File: src/rtl/uart_loader.sv
// UART program loader: decodes L/R/H command bytes, writes little-endian words to IMEM, gates CPU run.
// Pops at most one RX byte per 2 cycles; responses wait in TX until the TX FIFO has room.

module uart_loader #(
   parameter int NB_INSTRUCTION  = 32,
   parameter int IMEM_ADDR_WIDTH = 10,
   parameter int NB_UART_DATA    = 8,
   parameter int NB_TIMEOUT      = 24,
   parameter int TIMEOUT_CYCLES  = 10_000_000
) (
   input  logic                       clk,
   input  logic                       i_rst,
   input  logic [NB_UART_DATA-1:0]    i_uart_rx_data,
   input  logic                       i_uart_rx_empty,
   output logic                       o_uart_rd,
   input  logic                       i_uart_tx_full,
   output logic                       o_uart_wr,
   output logic [NB_UART_DATA-1:0]    o_uart_wdata,
   output logic                       o_uart_tx_start,
   output logic                       o_imem_we,
   output logic [IMEM_ADDR_WIDTH-1:0] o_imem_addr,
   output logic [NB_INSTRUCTION-1:0]  o_imem_wdata,
   output logic                       o_cpu_en
);

   localparam int BPW       = NB_INSTRUCTION / NB_UART_DATA;
   localparam int NB_BCNT   = (BPW > 1) ? $clog2(BPW) : 1;
   localparam int MAX_WORDS = 1 << IMEM_ADDR_WIDTH;

   localparam logic [NB_UART_DATA-1:0] BYTE_ACK  = NB_UART_DATA'(8'h06);
   localparam logic [NB_UART_DATA-1:0] BYTE_NAK  = NB_UART_DATA'(8'h15);
   localparam logic [NB_UART_DATA-1:0] CMD_LOAD  = NB_UART_DATA'(8'h4C);
   localparam logic [NB_UART_DATA-1:0] CMD_RUN   = NB_UART_DATA'(8'h52);
   localparam logic [NB_UART_DATA-1:0] CMD_HALT  = NB_UART_DATA'(8'h48);

   typedef enum logic [2:0] {
      S_IDLE, S_CMD, S_CNT_LO, S_CNT_HI, S_BYTE, S_WRITE, S_TX
   } state_t;

   state_t                     r_state;
   state_t                     w_state_next;
   logic [NB_UART_DATA-1:0]    w_resp;
   logic [NB_UART_DATA-1:0]    r_byte;
   logic [NB_UART_DATA-1:0]    r_cnt_lo;
   logic [NB_UART_DATA-1:0]    r_tx_byte;
   logic [NB_INSTRUCTION-1:0]  r_shift;
   logic [IMEM_ADDR_WIDTH:0]   r_widx;
   logic [IMEM_ADDR_WIDTH:0]   r_nwords;
   logic [NB_BCNT-1:0]         r_bcnt;
   logic [NB_TIMEOUT-1:0]      r_to;
   logic                       r_rd_q;
   logic                       r_tx_start;
   logic                       r_cpu_en;
   logic                       w_consume;
   logic                       w_pop;
   logic                       w_to_tick;
   logic                       w_to_abort;
   logic [31:0]                w_n;

   // A popped byte is acted on the cycle after the pop, which also spaces pops two cycles apart.
   assign w_consume  = (r_state == S_IDLE) || (r_state == S_CNT_LO) ||
                       (r_state == S_CNT_HI) || (r_state == S_BYTE);
   assign w_pop      = !i_rst && !i_uart_rx_empty && !r_rd_q && w_consume;
   assign w_to_tick  = w_consume && (r_state != S_IDLE) && i_uart_rx_empty && !r_rd_q;
   assign w_to_abort = w_to_tick && (r_to == NB_TIMEOUT'(TIMEOUT_CYCLES - 1));
   assign w_n        = 32'({r_byte, r_cnt_lo});

   always_ff @(posedge clk) begin
      if (i_rst) r_state <= S_IDLE;
      else       r_state <= w_state_next;
   end

   always_comb begin
      w_state_next = r_state;
      w_resp       = BYTE_ACK;
      case (r_state)
         S_IDLE: if (w_pop) w_state_next = S_CMD;
         S_CMD: begin
            if (r_byte == CMD_LOAD) begin
               w_state_next = S_CNT_LO;
            end else begin
               w_state_next = S_TX;
               if (r_byte != CMD_RUN && r_byte != CMD_HALT) w_resp = BYTE_NAK;
            end
         end
         S_CNT_LO: begin
            if (w_to_abort) begin
               w_state_next = S_TX;
               w_resp       = BYTE_NAK;
            end else if (r_rd_q) begin
               w_state_next = S_CNT_HI;
            end
         end
         S_CNT_HI: begin
            if (w_to_abort) begin
               w_state_next = S_TX;
               w_resp       = BYTE_NAK;
            end else if (r_rd_q) begin
               if (w_n > 32'(MAX_WORDS)) begin
                  w_state_next = S_TX;
                  w_resp       = BYTE_NAK;
               end else if (w_n == 32'd0) begin
                  w_state_next = S_TX;
               end else begin
                  w_state_next = S_BYTE;
               end
            end
         end
         S_BYTE: begin
            if (w_to_abort) begin
               w_state_next = S_TX;
               w_resp       = BYTE_NAK;
            end else if (r_rd_q && r_bcnt == NB_BCNT'(BPW - 1)) begin
               w_state_next = S_WRITE;
            end
         end
         S_WRITE: w_state_next = (r_widx == r_nwords - 1'b1) ? S_TX : S_BYTE;
         S_TX:    if (!i_uart_tx_full) w_state_next = S_IDLE;
         default: w_state_next = S_IDLE;
      endcase
   end

   always_comb begin
      o_uart_rd    = w_pop;
      o_uart_wr    = 1'b0;
      o_imem_we    = 1'b0;
      o_imem_addr  = '0;
      o_imem_wdata = '0;
      case (r_state)
         S_TX:    o_uart_wr = !i_uart_tx_full;
         S_WRITE: begin
            o_imem_we    = 1'b1;
            o_imem_addr  = r_widx[IMEM_ADDR_WIDTH-1:0];
            o_imem_wdata = r_shift;
         end
         default: ;
      endcase
   end

   assign o_uart_wdata    = r_tx_byte;
   assign o_uart_tx_start = r_tx_start;
   assign o_cpu_en        = r_cpu_en;

   always_ff @(posedge clk) begin
      if (i_rst) begin
         r_byte     <= '0;
         r_cnt_lo   <= '0;
         r_tx_byte  <= '0;
         r_shift    <= '0;
         r_widx     <= '0;
         r_nwords   <= '0;
         r_bcnt     <= '0;
         r_to       <= '0;
         r_rd_q     <= 1'b0;
         r_tx_start <= 1'b0;
         r_cpu_en   <= 1'b0;
      end else begin
         r_rd_q     <= w_pop;
         r_tx_start <= o_uart_wr;
         if (w_pop) r_byte <= i_uart_rx_data;
         if (w_pop || r_state == S_TX) r_to <= '0;
         else if (w_to_tick)           r_to <= r_to + 1'b1;
         if (r_state == S_CMD) begin
            if (r_byte == CMD_LOAD || r_byte == CMD_HALT) r_cpu_en <= 1'b0;
            else if (r_byte == CMD_RUN)                   r_cpu_en <= 1'b1;
         end
         if (r_state == S_CNT_LO && r_rd_q) r_cnt_lo <= r_byte;
         if (r_state == S_CNT_HI && r_rd_q) begin
            r_nwords <= w_n[IMEM_ADDR_WIDTH:0];
            r_widx   <= '0;
            r_bcnt   <= '0;
         end
         if (r_state == S_BYTE && r_rd_q) begin
            r_shift <= {r_byte, r_shift[NB_INSTRUCTION-1:NB_UART_DATA]};
            r_bcnt  <= (r_bcnt == NB_BCNT'(BPW - 1)) ? '0 : r_bcnt + 1'b1;
         end
         if (r_state == S_WRITE) r_widx <= r_widx + 1'b1;
         if (w_state_next == S_TX && r_state != S_TX) r_tx_byte <= w_resp;
      end
   end

endmodule
File: config.mk
export PLATFORM = sky130hd
export DESIGN_NAME = uart_loader
export DESIGN_NICKNAME = d
export VERILOG_FILES = /design/src/rtl/uart_loader.sv
export SDC_FILE = /design/constraint.sdc
export NUM_CORES = 1
export LEC_CHECK = 0
export BUFFER_PORTS_ARGS = -buffer_cell sky130_fd_sc_hd__clkbuf_2
export CAP_MARGIN = 20
export CORE_ASPECT_RATIO = 0.9
export CORE_UTILIZATION = 50
export CTS_CLUSTER_DIAMETER = 40
export DETAILED_ROUTE_END_ITERATION = 7
export PLACE_DENSITY_LB_ADDON = 0.12
export SLEW_MARGIN = 25
export SYNTH_ARGS = -nofsm -noshare
export SYNTH_HDL_FRONTEND = slang
export SYNTH_SLANG_ARGS = --single-unit
File: constraint.sdc
create_clock -name clk -period 7.05 [get_ports clk]
set_input_delay 0.705 -clock clk [delete_from_list [all_inputs] [get_ports clk]]
set_output_delay 0.705 -clock clk [all_outputs]
set_load 0.01 [all_outputs]
==> impl_metrics.tcl <==
set metrics [dict create \
    r2r_slack_ns 4.11 \
    holdPathEnd "r_shift[4]" \
    slew_viol_final 0 \
    grt_pass1_wl_mm 20.1 \
    leakage_nw 2.29 \
    netlist.area_leader.share_pct 41.4 \
    required_ns 6.34 \
    grt_pass1_vias 4272 \
    cp_max_fo 79 \
    endpoint_kind "output port" \
    clkPwrFrac_pct 41.1 \
    gp_congestion 0.875 \
    clock_sinks 105 \
    syn_area_per_cell_um2 7.62 \
    cts_resized 0 \
    fp.dieH_um 97.6 \
    reg2reg_from "r_state[0]" \
    seqPwrFrac_pct 53.3 \
    fp.dieW_um 108 \
    dr.pass1.iters 5 \
    p_int_uw 863 \
    dp_hpwl_mm 8.23 \
    tightest_slew_ns 0.925 \
    avgViaCountPerCell 5.63 \
    boundaryPins 67 \
    synth.cell_area_um2 5080 \
    power_density_nw_per_um2 201 \
    finalCritPeriodShare_pct 46.3 \
    yosysUniqueCellTypes 54 \
    drt_iter0_drc 239 \
    num_vias 4679 \
    cp.arrival_ns 2.56 \
    hold_path_class "reg -> reg" \
    fill_cells 927 \
    layout-drive-gt1-share_pct 13.9 \
    rows 34 \
    areaGrowthSynthToFinish_pct 12.2 \
    maxCapViolCount 0 \
    synthesis.instances 667 \
    tritoncts "yes" \
    synth-edff-count 0 \
    overflow 0 \
    critical_path_class "in -> out" \
    ctsHoldBuffers 0 \
    swShare_pct 24.7 \
    max_slew_margin_pct 38.1 \
    grt_setup_unrepaired "false" \
    grt_use_total_pct 23.3 \
    fin_tns_setup_ns 0 \
    start_util_pct 51.9 \
    root_buffer "clkbuf_16" \
    cts_buffers 9 \
    synth.area.top_cells "dfxtp_1 (41%), nand2_1 (10%), a21oi_1 (8.0%)" \
    postRouteAntennaNets 0 \
    skew_ns 0.00631 \
    setup_viol 0 \
    layout_common_cells "nand2_1 (140), dfxtp_1 (105), a21oi_1 (81)" \
    grt_max_degree 80 \
    power_mw 1.15 \
    ys_seq_area_share_pct 41.4 \
    combPwrFrac_pct 5.6 \
    final_common_cell "nand2_1" \
    worstReg2RegEnd "o_uart_wdata[0]" \
    synth_ff_type "dfxtp_1" \
    layout.nets 716 \
    cts.htree.levels 3 \
    wl_per_cell_um 14.4 \
    outcome "finished, final reports clean" \
    startpoint_type "input port" \
    synth-seq-cells 105 \
    synth_area_leader_cell "dfxtp_1" \
    insertedDiodeCount 0 \
    antenna_found_initial 0 \
    die-area_um2 10600 \
    ys_async_sr_fraction_pct 0 \
    fmax_mhz 306 \
    rr_worst_depth 7 \
    coreArea_um2 9780 \
    portBuffers 62 \
    power.switching_uw 283 \
    drc_errors 0 \
    clockBufferDepth 2 \
    path_clk_slew_ns 0.07 \
    yosys_warnings 0 \
    routed_wl_mm 12.0 \
    insertion_delay_ns 0.34 \
    fin_crit_ns 3.26 \
    hold_depth 2 \
    hold_ws_ns 0.452 \
    ir_drop_mv 0.113 \
    hold_path.startpoint "r_shift[4]" \
    finalHoldViolations 0 \
    post-cts-setup-buffers 0 \
]
power groups by stage:
stage	clock (mW)	combinational, mW	sequential (mW)
after floorplan	0	0.0513	0.618
after global placement	0	0.0615	0.623
after detailed placement	0	0.0628	0.624
after CTS	0.484	0.0632	0.609
after global routing	0.507	0.0712	0.611
final	0.471	0.0643	0.610
logic make-up (layout without fill, tap and decap cells):
family | Yosys count | in the layout | share of synthesized area [%]
AOI/OAI and AO/OA | 129 | 129 | 14.8
xor gates and xnor gates | 33 | 33 | 5.69
adders and majority gates | 4 | 4 | 0.985
buffers and inverters | 56 | 91 | 4.56
DFF | 105 | 105 | 41.4
muxes | 1 | 1 | 0.197
other | 1 | 4 | 0.0738
and+or+nand+nor | 338 | 338 | 32.4
final cells by class:
class	instances	area (µm²)	share of cell area, %
repair buffers	66	340	5.97
multi-input cells	509	2790	48.9
flip-flops and latches	105	2100	36.9
clock inverters	7	52.6	0.922
inverters	9	33.8	0.592
clock buffers	9	225	3.95
well taps	126	158	2.76
state kept, by name, indices dropped and copies added (netlist names):
| register | count |
|---|---|
| o_cpu_en | 1 |
| o_uart_tx_start | 1 |
| o_uart_wdata | 3 |
| r_bcnt | 2 |
| r_byte | 8 |
| r_cnt_lo | 8 |
| r_nwords | 11 |
| r_rd_q | 1 |
| r_shift | 32 |
| r_state | 3 |
| r_to | 24 |
| r_widx | 11 |
stage by stage:
stage	utilization (%)	area, µm²	cells	setup WS (ns)
finish	58.3	5700	831	3.79
global route	58.3	5700	831	3.61
CTS	58.2	5690	831	3.81
detailed placement	55.3	5410	815	3.82
global placement	55.3	5410	815	3.90
floorplan	-	5090	670	4.76
routing by layer:
metal  share of wire (%)  routed length [µm]  vias up  GRT usage, %
met4                0.78                  93        0          5.41
met1                  49                5880     2192          33.5
met3                 4.8                 569       12          4.90
li1                    -                   -     2361             -
met5                   0                   0        -             0
met2                  45                5410      114          35.7
worst max-delay path, cell delays in order:
cell and delay, ns:
clkbuf_2 0.08, buf_4 0.61, inv_1 0.27, nand3_1 0.35
clkinv_1 0.30, clkbuf_2 0.20
how the worst max path moves through the flow:
| stage | slack [ns] | endpoint | start |
|---|---|---|---|
| 2_1_floorplan | 4.76 | o_uart_wdata[0] | r_nwords[0] |
| 3_3_place_gp | 3.90 | o_uart_rd | i_rst |
| 3_5_place_dp | 3.82 | o_uart_rd | i_rst |
| 4_1_cts | 3.81 | o_uart_rd | i_rst |
| 5_1_grt | 3.61 | o_uart_rd | i_rst |
| 6_report | 3.79 | o_uart_rd | i_rst |
synth_stat cells (all sizes together), types with 8 or more instances:
master and instances:
dfxtp 105, clkbuf 40, nor3 15, a21oi 81, nor2 54, o21ai 16, xnor2 20, xor2 13
nand2 141, inv 8, nand3 19, and3 55
No activity file was read; power rests on OpenSTA's default activity.
